**config.mk**
```make
export PLATFORM = sky130hd
export DESIGN_NAME = serial_adder_4
export DESIGN_NICKNAME = d
export VERILOG_FILES = /design/src/rtl/serial_adder_4.sv
export SDC_FILE = /design/constraint.sdc
export NUM_CORES = 1
export LEC_CHECK = 0
export CAP_MARGIN = 30
export CORE_MARGIN = 3
export CORE_UTILIZATION = 45
export CTS_CLUSTER_DIAMETER = 150
export DETAILED_ROUTE_END_ITERATION = 8
export PLACE_DENSITY_LB_ADDON = 0.25
export SYNTH_ARGS = -nofsm -noshare
export SYNTH_HDL_FRONTEND = slang
export SYNTH_HIERARCHICAL = 1
export SYNTH_SLANG_ARGS = --single-unit
```
**constraint.sdc**
```tcl
create_clock -name clk -period 1.57 [get_ports clk]
set_input_delay 0.157 -clock clk [delete_from_list [all_inputs] [get_ports clk]]
set_output_delay 0.157 -clock clk [all_outputs]
set_load 0.02 [all_outputs]
```
**src/rtl/serial_adder_4.sv**
```systemverilog
// serial_adder_4: bit-serial adder driving a single 1-bit full-adder cell.
// Latches A/B/Cin on an accepted start, adds one bit per clock LSB first,
// and shifts each sum bit into S from the MSB end. start/busy/done handshake.
// Optional feature macro: SERIAL_ADDER_OVF_EN adds the signed overflow output V.

module fa_1 (
    input  logic a,
    input  logic b,
    input  logic cin,
    output logic sum,
    output logic cout
);
    assign sum  = a ^ b ^ cin;
    assign cout = (a & b) | (a & cin) | (b & cin);
endmodule

module serial_adder_4 #(
    parameter int WIDTH = 4
) (
    input  logic             clk,
    input  logic             rst,
    input  logic             start,
    input  logic [WIDTH-1:0] A,
    input  logic [WIDTH-1:0] B,
    input  logic             Cin,
    output logic             busy,
    output logic             done,
    output logic [WIDTH-1:0] S,
`ifdef SERIAL_ADDER_OVF_EN
    output logic             V,
`endif
    output logic             Cout
);
    localparam int CW = $clog2(WIDTH) + 1;

    typedef enum logic [1:0] {
        ST_IDLE = 2'd0,
        ST_ADD  = 2'd1,
        ST_DONE = 2'd2
    } state_t;

    state_t           state_r;
    state_t           state_s;
    logic [WIDTH-1:0] a_sh_r;
    logic [WIDTH-1:0] b_sh_r;
    logic             carry_r;
    logic [CW-1:0]    cnt_r;
    logic             fa_sum_s;
    logic             fa_cout_s;
    logic             last_s;

    // The single full-adder cell consumes the operand LSBs and the running carry.
    fa_1 u_fa (
        .a    (a_sh_r[0]),
        .b    (b_sh_r[0]),
        .cin  (carry_r),
        .sum  (fa_sum_s),
        .cout (fa_cout_s)
    );

    assign last_s = (cnt_r == CW'(WIDTH - 1));

    // Next-state decode for the IDLE -> ADD -> DONE -> IDLE sequence.
    always_comb begin
        state_s = state_r;
        case (state_r)
            ST_IDLE: begin
                if (start) begin
                    state_s = ST_ADD;
                end else begin
                    state_s = ST_IDLE;
                end
            end
            ST_ADD: begin
                if (last_s) begin
                    state_s = ST_DONE;
                end else begin
                    state_s = ST_ADD;
                end
            end
            ST_DONE: state_s = ST_IDLE;
            default: state_s = ST_IDLE;
        endcase
    end

    // State register plus registered busy/done decoded from the next state.
    always_ff @(posedge clk or posedge rst) begin
        if (rst) begin
            state_r <= ST_IDLE;
            busy    <= 1'b0;
            done    <= 1'b0;
        end else begin
            state_r <= state_s;
            busy    <= (state_s == ST_ADD);
            done    <= (state_s == ST_DONE);
        end
    end

    // Operand shifters, carry, bit counter and result registers.
    always_ff @(posedge clk or posedge rst) begin
        if (rst) begin
            a_sh_r  <= {WIDTH{1'b0}};
            b_sh_r  <= {WIDTH{1'b0}};
            carry_r <= 1'b0;
            cnt_r   <= {CW{1'b0}};
            S       <= {WIDTH{1'b0}};
            Cout    <= 1'b0;
`ifdef SERIAL_ADDER_OVF_EN
            V       <= 1'b0;
`endif
        end else begin
            case (state_r)
                ST_IDLE: begin
                    // Cout (and V) keep the previous result until the add completes.
                    if (start) begin
                        a_sh_r  <= A;
                        b_sh_r  <= B;
                        carry_r <= Cin;
                        cnt_r   <= {CW{1'b0}};
                        S       <= {WIDTH{1'b0}};
                    end else begin
                        a_sh_r  <= a_sh_r;
                    end
                end
                ST_ADD: begin
                    S       <= {fa_sum_s, S[WIDTH-1:1]};
                    a_sh_r  <= {1'b0, a_sh_r[WIDTH-1:1]};
                    b_sh_r  <= {1'b0, b_sh_r[WIDTH-1:1]};
                    carry_r <= fa_cout_s;
                    cnt_r   <= cnt_r + CW'(1);
                    if (last_s) begin
                        Cout <= fa_cout_s;
`ifdef SERIAL_ADDER_OVF_EN
                        // Carry into the MSB xor carry out of the MSB.
                        V    <= fa_cout_s ^ carry_r;
`endif
                    end else begin
                        Cout <= Cout;
                    end
                end
                default: begin
                    cnt_r <= cnt_r;
                end
            endcase
        end
    end
endmodule
```
# Yosys cells after proc, flatten, opt, wreduce, memory -nomap -nowiden
# Cells that the tools add are included.
# op_classes
mux,13
div_mod_pow,0
mul,0
order_cmp,0
bitwise_logic,7
eq_ne,5
shift,0
addsub,1
reduce_logical,4
# op_table
op,n
4-bit one-hot mux with 2 select lines,3
4-bit 2-to-1 mux,3
3-bit one-hot mux with 2 select lines,1
"2-bit by 1-bit equality test with 1-bit output, second input constant",2
2-bit one-hot mux with 2 select lines,1
2-bit AND reduction,2
"3-bit by 1-bit adder with 3-bit output, second input constant",1
1-bit bitwise AND,3
"3-bit by 2-bit equality test with 1-bit output, second input constant",1
3-bit 2-to-1 mux,1
"2-bit equality test, second input constant",1
2-bit zero test,1
1-bit 2-to-1 mux,2
2-bit 2-to-1 mux,1
"2-bit != test, second input constant",1
1-bit bitwise OR,2
1-bit one-hot mux with 2 select lines,1
2-bit nonzero test,1
1-bit XOR,2
# totals
elab_cells,39
regBits,21
mem_count,0
latch_bits,0
mem_bits_ro,0
output_inout_bits,7
mem_bits_rw,0
input_bits,12

# Logic depth before layout (Yosys ltp)
# logic_depth
ltp_word,4
mapped_depth,4
mapped_depth_nobuf,4

# Hierarchy
# Netlist, hierarchy kept.
# by_module_without_submodules
module,instances,area_per_inst_um2,cells_each
serial_adder_4,1,965.9,78
fa_1,1,20.0,1

# Worst setup path before layout
# Ideal clock, no wire load.
# synth_timing
kind,register -> register
start,reg cnt_r[0]
end,reg Cout
period_less_slack_ps,1298
setup_slack_ps,272
required_time_ps,1445
setup_time_ps,125
arrival_ps,1174
stages_incl_launch_ff,5
cell_sequence,dfrtp_1 > ha_1 > ha_1 > and3b_1 > mux2_2
# synth_between
elab_chain_len,2
# synth_rtl
item,line_no,text
from (decl),47,logic [CW-1:0] cnt_r;
from (signal assigned),105,cnt_r <= {CW{1'b0}};
from (signal assigned),119,cnt_r <= {CW{1'b0}};
from (signal assigned),130,cnt_r <= cnt_r + CW'(1);
3-bit by 2-bit equality test with 1-bit output,61,assign last_s = (cnt_r == CW'(WIDTH - 1));
2-bit AND reduction (no line),--,
to (signal assigned),132,Cout <= fa_cout_s;
to (signal assigned),138,Cout <= Cout;
to (decl),32,output logic Cout
# No other way between the ends.
# A chain may end at the register's enable or synchronous reset.

# Worst setup path in the final report
# layout_timing
start,reg S[3]
end,out S[3]
# layout_rtl
item,line_no,text
from (decl),28,"output logic [WIDTH-1:0] S,"
from (signal assigned),106,S <= {WIDTH{1'b0}};
from (signal assigned),120,S <= {WIDTH{1'b0}};
from (signal assigned),126,"S <= {fa_sum_s, S[WIDTH-1:1]};"
# No word-level cell between the ends.

==> metrics.md <==
| Metric | Value |
|---|---|
| Status | `finished clean` |
| IO buf count | `18` |
| Max Clock Freq | `0.687 GHz` |
| CTS tree | `yes` |
| NetSw | `0.000824 W` |
| CTS H-tree lvls | `1` |
| CTS Sinks | `21` |
| Final Hold Slack | `76.7 ps` |
| Lkg Pwr | `0.535 nW` |
| Ratio of cells with drive above 1 in the final layout | `0.0918` |
| Post-Route Skew | `7.88 ps` |
| Met1 Usage GRT | `0.192` |
| CP delay by family, top | `buffers and inverters` |
| Die area | `2790 sq um` |
| Post-Syn Nets | `94` |
| Layer with the highest usage | `met2` |
| Placed Cells | `121` |
| DP HPWL | `1.23 mm` |
| Sw Share | `0.367` |
| Initial DRC Count | `4` |
| Crit. End Element | `output port` |
| Buf+Inv Stages, Crit Path | `1` |
| Area of the multi-input gates | `364 sq um` |
| Number of global-route vias before repair | `647` |
| Root buffer cell | `clkbuf_4` |
| # IOs | `19` |
| Pwr Density | `1880 nW/um^2` |
| Sequence of cells on the critical path | `clkdlybuf4s50_1` |
| Launching element type of the critical path | `flip-flop` |
| Core box area | `2020 sq um` |
| Final ANT Viol Nets | `0` |
| Max-capacitance violation count | `0` |
| Combinational group share of total power | `0.461` |
| Worst R2R Setup Slack | `150 ps` |
| Diode count | `0` |
| Post-CTS Setup Repair Bufs | `0` |
| Clk pin slew, worst setup/hold paths | `110 ps` |
| Post-CTS sizing | `0` |
| Post-Layout Cell Count | `125` |
| Post-synthesis cell area | `986 sq um` |
| Maximum number of pins on one net before global-route repair | `17` |
| RSZ-0062 raised after global routing | `false` |
| Mean Syn Cell Area | `12.5 sq um` |
| Die H | `52.8 um` |
| Fill count | `173` |
| VDD IR-drop max | `0.913 mV` |
| Clock share of power | `0.113` |
| Final min period | `1460 ps` |
| Layout Nets | `114` |
| Seq pwr share | `0.426` |
| Critical path type | `flip-flop to output port` |
| Clk Latency, worst-skew pair | `300 ps` |
| CTS Buf Count | `3` |
| Max stage delay cell, worst path | `clkdlybuf4s50_1` |
| CTS Hold Bufs | `0` |
| DR WL/cell | `13.8 um` |
| Global Route met3 Usage | `0.0513` |
| Final setup fails | `0` |
| First-pass GRT wire length | `3.02 mm` |
| Drt total wl | `1.72 mm` |
| Chip Width | `52.8 um` |
| Pint | `0.00142 W` |
| Slew @ Worst Pin | `597 ps` |
| Residual DRC | `0` |
| Max-slew violation count | `0` |
| Worst rel slew slack | `0.601` |
| Worst-path fanout max | `3` |
| Period Utilization, post-route | `0.927` |
| Antenna violations before repair | `0` |
| Syn-to-layout area delta | `21.1%` |
| Number of synthesis warnings | `6` |
| Synth cell types | `17` |
| Initial Util | `0.488` |
| Setup TNS | `0 ps` |
| Max incr delay on CP | `610 ps` |
| Crit path DAT | `1300 ps` |
| GRT Residual Overflow | `0` |
| Worst hold path type | `input pin to async pin` |
| Final hold viol count | `0` |
| Total Routing Usage GR | `0.149` |
| CP required | `1410 ps` |
| Worst-case clock buffer depth | `2` |
| Core Rows | `16` |
| Via-to-Cell Ratio | `5.16` |
| M2 GR Usage | `0.238` |
| Sequential element share of the synthesized area | `0.533` |
| FF/Latch Area | `526 sq um` |
| Pre-Repair DR Iteration Count | `4` |
| Via count | `645` |
| Placer Congestion | `0.732` |
| Cell count after synthesis | `79` |
| FF+latch count, synth | `21` |
-- layout by cell type, fill, tap and decap left out, drive strengths merged --
cell type / instances
nor3b: 6
dfrtp: 21
nor4b: 7
and3b: 2
ha: 2
a21oi: 2
inv: 11
fa: 1
buf: 3
a22o: 8
a221oi: 2
a211oi: 5
nand2b: 2
o21bai: 1
clkdlybuf4s50: 18
nor2b: 1
clkbuf: 4
mux2: 2
-- cell families after synthesis --
logic type                 after synthesis  synth area share
muxes                                    2            0.0228
adders and majority gates                3            0.0457
and+or+nand+nor                         18             0.145
DFF                                     21             0.533
buffers and inverters                   17            0.0977
AOI/OAI and AO/OA                       18             0.156
-- final timing paths --
kind	startpoint	endpoint	cells after the start
worst max register to register	cnt_r[0]	Cout	4
worst min-delay path	rst	b_sh_r[1]	2
worst min register to register	S[0]	S[0]	1
max in group asynchronous	rst	a_sh_r[0]	3
worst max-delay path	S[3]	S[3]	1
min in group clk	A[3]	a_sh_r[3]	2
-- flip-flops by register name (all words and copies together), names as in the netlist --
name	flops
S	4
a_sh_r	4
b_sh_r	4
cnt_r	3
state_r	2
Cout	1
busy	1
carry_r	1
done	1
-- power groups by stage --
| stage | clock (W) | sequential [W] | combinational [W] |
|---|---|---|---|
| floorplan | 0 | 0.00101 | 0.000745 |
| global placement | 0 | 0.000959 | 0.00101 |
| detailed placement | 0 | 0.000968 | 0.00104 |
| CTS | 0.000271 | 0.000958 | 0.00105 |
| global route | 0.000293 | 0.000992 | 0.00116 |
| finish | 0.000255 | 0.000956 | 0.00104 |
-- synthesized netlist by cell type (all sizes together) --
master  number  area share
ha           2       0.025
fa           1       0.020
a211oi       5       0.038
dfrtp       21        0.53
inv         11       0.042
a21oi        2       0.010
mux2         2       0.023
a221oi       2       0.018
buf          6       0.056
a22o         8       0.071
nor4b        7       0.062
nor3b        6       0.046
nor2b        1      0.0063
and3b        2       0.018
nand2b       2       0.013
o21bai       1       0.019
-- cell type report --
class                   instances  area share
well taps                      27      0.0283
inverters                      11      0.0346
flip-flops and latches         21       0.440
multi-input cells              41       0.305
clock buffers                   4      0.0220
repair buffers                 21       0.170
-- metal layers --
metal | routed length, um | vias up
met4 | 13 | 0
met5 | 0 | -
met1 | 803 | 303
li1 | - | 322
met2 | 808 | 18
met3 | 98 | 2
-- through the flow --
stage	utilization	area (sq um)	total power, W	setup WS (ps)
5_1_grt	0.590	1190	0.00244	47.1
6_report	0.590	1190	0.00225	115
3_5_place_dp	0.577	1170	0.00201	97.8
4_1_cts	0.590	1190	0.00227	104
3_3_place_gp	0.577	1170	0.00197	155
2_1_floorplan	-	986	0.00175	272
-- worst reg2reg max path: cells and delay by family (launching register included) --
| family | cells | cell delay, ps |
|---|---|---|
| fa+ha+maj | 2 | 430 |
| flops | 1 | 400 |
| mux | 1 | 270 |
| simple gates | 1 | 210 |
Note: power is estimated with default switching activity, not from simulation.
